--- src/rtl/button_debounce.sv ---
// ---------------------------------------------------------------------------
// button_debounce
//
// Purpose:
//   Conditions one raw mechanical button or slide-switch pad signal for the
//   rest of the board logic. The pad is brought into the clk domain through a
//   two-flop synchronizer. A four-state FSM accepts a new level only after it
//   has held steady for DEBOUNCE_CYCLES consecutive synchronized samples.
//   The block produces a clean level, one-cycle press and release strobes,
//   and a latch that flips on every accepted press. Use one instance per
//   physical input.
//
// Parameters:
//   DEBOUNCE_CYCLES  consecutive stable samples needed to accept a new level
//                    (legal range 2 .. 2^24; default is 10 ms at 100 MHz)
//   CNT_W            qualification counter width, 2^CNT_W > DEBOUNCE_CYCLES
//
// Ports:
//   clk          in   system clock (100 MHz board oscillator)
//   rst          in   synchronous active-high reset
//   btn_in       in   raw pad signal, asynchronous to clk and may bounce
//   btn_level    out  debounced level
//   btn_press    out  one-cycle strobe on an accepted 0->1 transition
//   btn_release  out  one-cycle strobe on an accepted 1->0 transition
//   btn_toggle   out  inverts on every btn_press
//
// All outputs are registered, so no input reaches an output combinationally.
// ---------------------------------------------------------------------------
module button_debounce #(
    parameter int DEBOUNCE_CYCLES = 1000000,
    parameter int CNT_W           = 24
) (
    input  logic clk,
    input  logic rst,
    input  logic btn_in,
    output logic btn_level,
    output logic btn_press,
    output logic btn_release,
    output logic btn_toggle
);

    typedef enum logic [1:0] {
        STABLE_LOW,
        WAIT_HIGH,
        STABLE_HIGH,
        WAIT_LOW
    } state_t;

    // The counter runs from 0 up to this value while the candidate level holds.
    // A sample that still matches at this count completes the qualification.
    localparam logic [CNT_W-1:0] CNT_LAST = CNT_W'(DEBOUNCE_CYCLES - 1);

    logic             sync1;
    logic             s;
    state_t           state;
    state_t           state_next;
    logic [CNT_W-1:0] cnt;
    logic [CNT_W-1:0] cnt_next;
    logic             level_next;
    logic             press_next;
    logic             release_next;
    logic             toggle_next;

    // Two-flop synchronizer. Only s is used downstream, so the asynchronous
    // pad never reaches the FSM or the outputs directly.
    always_ff @(posedge clk) begin
        if (rst) begin
            sync1 <= 1'b0;
            s     <= 1'b0;
        end else begin
            sync1 <= btn_in;
            s     <= sync1;
        end
    end

    // State register plus all registered outputs. Reset clears everything and
    // takes priority over any event in the same cycle. An in-progress
    // qualification is therefore discarded. A button still held through reset
    // is seen as a fresh press.
    always_ff @(posedge clk) begin
        if (rst) begin
            state       <= STABLE_LOW;
            cnt         <= '0;
            btn_level   <= 1'b0;
            btn_press   <= 1'b0;
            btn_release <= 1'b0;
            btn_toggle  <= 1'b0;
        end else begin
            state       <= state_next;
            cnt         <= cnt_next;
            btn_level   <= level_next;
            btn_press   <= press_next;
            btn_release <= release_next;
            btn_toggle  <= toggle_next;
        end
    end

    // Next-state and next-output logic.
    // The strobes default to 0, so each one is high for exactly one cycle.
    // Press and release are raised on mutually exclusive transitions, so they
    // can never be high together.
    // A WAIT state drops back to its STABLE state on any single deviating
    // sample, and the counter restarts from 0 on the next entry into WAIT.
    // The counter never goes past CNT_LAST, so it cannot wrap.
    always_comb begin
        state_next   = state;
        cnt_next     = cnt;
        level_next   = btn_level;
        press_next   = 1'b0;
        release_next = 1'b0;
        toggle_next  = btn_toggle;

        case (state)
            STABLE_LOW: begin
                if (s) begin
                    state_next = WAIT_HIGH;
                    cnt_next   = '0;
                end
            end

            WAIT_HIGH: begin
                if (!s) begin
                    state_next = STABLE_LOW;
                    cnt_next   = '0;
                end else if (cnt == CNT_LAST) begin
                    state_next  = STABLE_HIGH;
                    level_next  = 1'b1;
                    press_next  = 1'b1;
                    toggle_next = ~btn_toggle;
                end else begin
                    cnt_next = cnt + CNT_W'(1);
                end
            end

            STABLE_HIGH: begin
                if (!s) begin
                    state_next = WAIT_LOW;
                    cnt_next   = '0;
                end
            end

            WAIT_LOW: begin
                if (s) begin
                    state_next = STABLE_HIGH;
                    cnt_next   = '0;
                end else if (cnt == CNT_LAST) begin
                    state_next   = STABLE_LOW;
                    level_next   = 1'b0;
                    release_next = 1'b1;
                end else begin
                    cnt_next = cnt + CNT_W'(1);
                end
            end

            default: begin
                state_next = STABLE_LOW;
                cnt_next   = '0;
            end
        endcase
    end

endmodule

--- config.mk ---
export PLATFORM = sky130hd
export DESIGN_NAME = button_debounce
export DESIGN_NICKNAME = d
export VERILOG_FILES = /design/src/rtl/button_debounce.sv
export SDC_FILE = /design/constraint.sdc
export NUM_CORES = 1
export LEC_CHECK = 0
export BUFFER_PORTS_ARGS = -buffer_cell sky130_fd_sc_hd__buf_2
export CAP_MARGIN = 20
export CORE_ASPECT_RATIO = 0.8
export CORE_UTILIZATION = 40
export CTS_BUF_LIST = sky130_fd_sc_hd__clkbuf_8
export CTS_CLUSTER_SIZE = 28
export DETAILED_ROUTE_END_ITERATION = 7
export GPL_ROUTABILITY_DRIVEN = 0
export HOLD_SLACK_MARGIN = 0.12
export PLACE_DENSITY = 0.57
export SLEW_MARGIN = 25
export SYNTH_ARGS = -nofsm -noshare
export SYNTH_HDL_FRONTEND = slang
export SYNTH_SLANG_ARGS = --single-unit
export TNS_END_PERCENT = 50
--- constraint.sdc ---
create_clock -name clk -period 3.7 [get_ports clk]
set_input_delay 0.185 -clock clk [delete_from_list [all_inputs] [get_ports clk]]
set_output_delay 0.185 -clock clk [all_outputs]
set_load 0.03 [all_outputs]
# Word level (Yosys, flattened, before mapping)
# Index checks and enable logic that the tools add are counted.
dict set report op_classes {
  n_addsub 1
  n_eq_ne 12
  n_mux 19
  bitwise 4
  reduce_logical 8
}
# operator n
set ops {}
lappend ops {{$mux W24} 5}
lappend ops {{$pmux W24 S4} 1}
lappend ops {{$add A24 B1 Y24 const B} 1}
lappend ops {{$eq A24 B20 Y1 const B} 1}
lappend ops {{$mux W2} 6}
lappend ops {{$ne A2 B2 Y1 const B} 6}
lappend ops {{$pmux W2 S4} 1}
lappend ops {{$ne A3 B3 Y1 const B} 2}
lappend ops {{$reduce_or A3 Y1} 2}
lappend ops {{$mux W1} 5}
lappend ops {{$reduce_and A5 Y1} 1}
lappend ops {{$eq A2 B2 Y1 const B} 2}
lappend ops {{$not A1 Y1} 4}
lappend ops {{$reduce_and A4 Y1} 1}
lappend ops {{$reduce_and A3 Y1} 1}
lappend ops {{$eq A2 B1 Y1 const B} 1}
lappend ops {{$logic_not A2 Y1} 1}
lappend ops {{$pmux W1 S2} 1}
lappend ops {{$reduce_and A2 Y1} 1}
lappend ops {{$reduce_bool A2 Y1} 1}
dict set report word_totals {
  regBits 32
  in_bits 3
  word_cells 52
}

# Logic depth before layout (Yosys ltp)
dict set report logic_depth {
  word_depth 4
  depth_mapped 6
}

# Worst setup path after synthesis
# OpenSTA, ideal clock, no wires.
dict set report synth_timing {
  path_kind {flip-flop to flip-flop}
  startpoint {register cnt[10]}
  endpoint {register btn_toggle}
  setup_time_ns 0.071
  arrival_time_ns 1.688
  path_slack_ns 1.941
  path_stages_with_launch 7
  path_buffers 1
  path_cell_list {dfxtp_1 -> nor4b_2 -> nand3_2 -> or3_1 -> buf_2 -> or3_1 -> a21oi_1}
}
dict set report synth_between {
  elab_chain_len 2
}
# item line
set synth_lines {}
lappend synth_lines {{start: declaration} 57} ;# logic [CNT_W-1:0] cnt;
lappend synth_lines {{start signal: assignment} 90} ;# cnt <= cnt_next;
lappend synth_lines {{$eq A24 B20 Y1} 125} ;# end else if (cnt == CNT_LAST) begin
lappend synth_lines {{$reduce_and A3 Y1 (no line)} n/a}
lappend synth_lines {{end signal: assignment} 94} ;# btn_toggle <= toggle_next;
lappend synth_lines {{end: declaration} 39} ;# output logic btn_toggle
# Every way passes these cells.
# A chain may end at the register's enable or synchronous reset.

# Final worst setup path
dict set report layout_timing {
  startpoint {register s}
  endpoint {register cnt[18]}
}
dict set report layout_between {
  elab_chain_len 2
  elab_cells_between_ends 6
}
# item line
set layout_lines {}
lappend layout_lines {{start: declaration} 54} ;# logic s;
lappend layout_lines {{start signal: assignment} 72} ;# s <= sync1;
lappend layout_lines {{$mux W24, or another cell as far along} 143} ;# if (s) begin
lappend layout_lines {{$pmux W24 S4 / $reduce_and A2 Y1 (equally long branches)} n/a}
# Parallel ways exist; a longest one is shown, timed or not.

==> metrics.txt <==
Setup TNS Final 0 ns; initial antenna violation count 0; chip width about 70 um; commonest cells in the synthesized netlist 32 x dfxtp_1, 24 x nor2_1, 13 x nand3_1, 13 x xor2_1, 9 x xnor2_1; Post-Syn Area 0.001470 mm^2; Post-DP Area 0.001535 mm^2; IO Pins 7; critical path class flop to flop; PortBufs 6; count leader, synth dfxtp_1; Placement Rows 19; detailed placement HPWL 1951 um; clk_skew 0.007829 ns; Area Overhead vs Synth 11.49%; Routed wire per std cell 13.05 um; layout cells sized above 1 0.09497; Synth Area per Inst 8.699 um^2; peak supply drop ~0.00020 V; RSZ-0062 raised after global routing no; unique cell type count in the Yosys netlist 32; dpl ws 1.763 ns; crit path max fanout 11; DRC viols 0; post-route ant nets 0; max-slew violation count 0; Worst-Margin Slew 0.8660 ns; #FFs+latches synth 32; Starting Density 0.4236; Req. time, crit path roughly 3.8 ns; Global Route met3 Usage 0.07609; Crit Reg-Reg Startpoint s; TritonCTS clock tree built; Most Crowded Layer GR met1; PostCTS Resize Cnt 0; Min-Delay Startpoint rst; first-pass GRT wire length about 5000 um; number of max-cap violations 0; met2 Track Usage GR 0.2266; Max Buffers Root-to-Sink 2; share of the synthesized area in the top cell type 0.4357; status completed; Cells after Synth 169; vias 1,188; Ys Warns 0; Startpoint Class flop; Final Util 0.4722; static leakage around 0.56 nW; Synth Flop Type dfxtp_1; CTS clk-pin slew, worst paths 0.07 ns; # setup viols final 0; Post-Route WL 2885 um; post-detailed-route via-to-cell ratio 5.376; crit end category flop; final worst-path setup slack 1.723 ns; Hold Crit Endpoint cnt[1]; worst flop-to-flop path endpoint cnt[18]; CTS Sinks 32; Fin. Hold Viols 0; Syn Nets 173; cell taking the most area after synthesis dfxtp_1; root buf cell clkbuf_8; Final #Nets 182; Chip Height 56.23 um; sequential share of the synthesized area 0.4357; Total GRT Usage 0.1680; drt pass-1 iters 4; cell area after layout approximately 0.0016 mm^2; Worst Hold Slack between 0.15 and 0.2 ns; Core ar. 0.003471 mm^2; Register-to-Register Path Depth 6; H-Tree Depth 2; synth top area cells dfxtp_1 44%, xor2_1 7.7%, nor2_1 6.1%; fin crit period between 1.5 and 2 ns; Antenna diodes 0; Slew Limit Headroom 0.4227; cts hold-fix bufs 1; die area around 0.0039 mm^2; total CTS buffers 5; met1 usage 0.2300; later-pin clock latency in the skew report between 0.2 and 0.3 ns; depth of the worst hold-timing path 2; Hold WC Path Type input pin to flop; vias in the first global route 1,082; Initial DRC Count 74; Final Cycle Share 0.5343; fmax 0.5058 GHz; grt total ovfl 0; ys async rst share 0; EDFF count, synth 0; PwrDens approximately 400 mW/mm^2; largest net degree at the start of global routing 23; r2r setup slk approximately 1.7 ns; crit path DAT 2.12 ns; Setup Buffers After CTS 0
cell type report:
class / instances / area [um^2]
clock inverters: 2 / 11.26
well taps: 42 / 52.55
flip-flops and latches: 32 / 640.6
clock buffers: 6 / 82.58
repair buffers: 8 / 47.55
multi-input cells: 127 / 789.5
inverters: 4 / 15.01
fillers: 339 / 1832
cells by family (layout without fill, tap and decap cells):
kind of cell | count (synthesis) | count (layout) | synth area share
xor gates and xnor gates | 22 | 22 | 0.1311
AOI/OAI and AO/OA | 18 | 18 | 0.07490
adders and majority gates | 1 | 1 | 0.008509
muxes | 1 | 1 | 0.006809
DFF | 32 | 32 | 0.4357
and+or+nand+nor | 85 | 85 | 0.3158
buffers and inverters | 10 | 20 | 0.02723
cell usage in the layout (no fill, tap or decap):
master | netlist | routed
xor2_1 | 13 | 13
clkinvlp_4 | 0 | 1
nor3_1 | 6 | 6
nand2_1 | 7 | 7
and4_1 | 3 | 3
a21oi_1 | 6 | 6
a31oi_1 | 1 | 1
inv_1 | 4 | 5
mux2i_1 | 1 | 1
nand3_1 | 13 | 13
dfxtp_1 | 32 | 32
buf_2 | 2 | 6
nand3b_1 | 1 | 1
nor4_1 | 5 | 5
o21a_1 | 1 | 1
clkbuf_8 | 0 | 6
o31ai_1 | 1 | 1
o211ai_1 | 4 | 4
nor4b_2 | 2 | 2
o2111ai_1 | 1 | 1
nor2_1 | 24 | 24
xnor2_1 | 9 | 9
nand3_2 | 1 | 1
nand2b_1 | 1 | 1
or2_1 | 1 | 1
o21ai_0 | 4 | 4
or3_1 | 6 | 6
nor2b_1 | 2 | 2
nor3b_1 | 1 | 1
or4_1 | 2 | 2
nand4_1 | 5 | 5
and3_1 | 5 | 5
dlygate4sd3_1 | 0 | 1
ha_1 | 1 | 1
buf_4 | 0 | 1
flip-flops by register name, summed over array words and instances (netlist names), named ones only:
register / flops
cnt: 24
btn_level: 1
btn_press: 1
btn_release: 1
btn_toggle: 1
s: 1
state: 1
sync1: 1
how the worst max path moves through the flow:
stage / start / end / slack [ns] / depth (start not counted)
6_report: s / cnt[18] / 1.72 / 6
5_1_grt: s / cnt[18] / 1.58 / 6
4_1_cts: s / cnt[18] / 1.72 / 6
3_5_place_dp: s / cnt[18] / 1.76 / 6
3_3_place_gp: s / cnt[18] / 1.78 / 6
2_1_floorplan: cnt[10] / btn_toggle / 1.94 / 6
layer usage:
layer  share of wire  wire length, um
met3           0.040              114
met2            0.40             1159
met4           0.015               43
met1            0.54             1567
met5               0                0
per-stage QoR:
stage,total power (W),instances
finish,0.0006475,221
floorplan,0.0003722,169
global route,0.0006765,221
CTS,0.0006555,221
detailed placement,0.0003775,212
global placement,0.0003776,212
critical path: stages, from the launching register on:
cell and delay [ns]:
dfxtp_1 0.46, xor2_1 0.17, buf_4 0.19, nand3_1 0.23, or4_1 0.58, xor2_1 0.15
nor2_1 0.05
where the power goes:
part | leakage [nW] | switching, W | internal (W)
clock network | 0.0486 | 0.000129 | 0.000148
registers | 0.258 | 0.00000275 | 0.000347
logic | 0.252 | 0.0000138 | 0.00000647
Power figures use the tool's default switching activity.
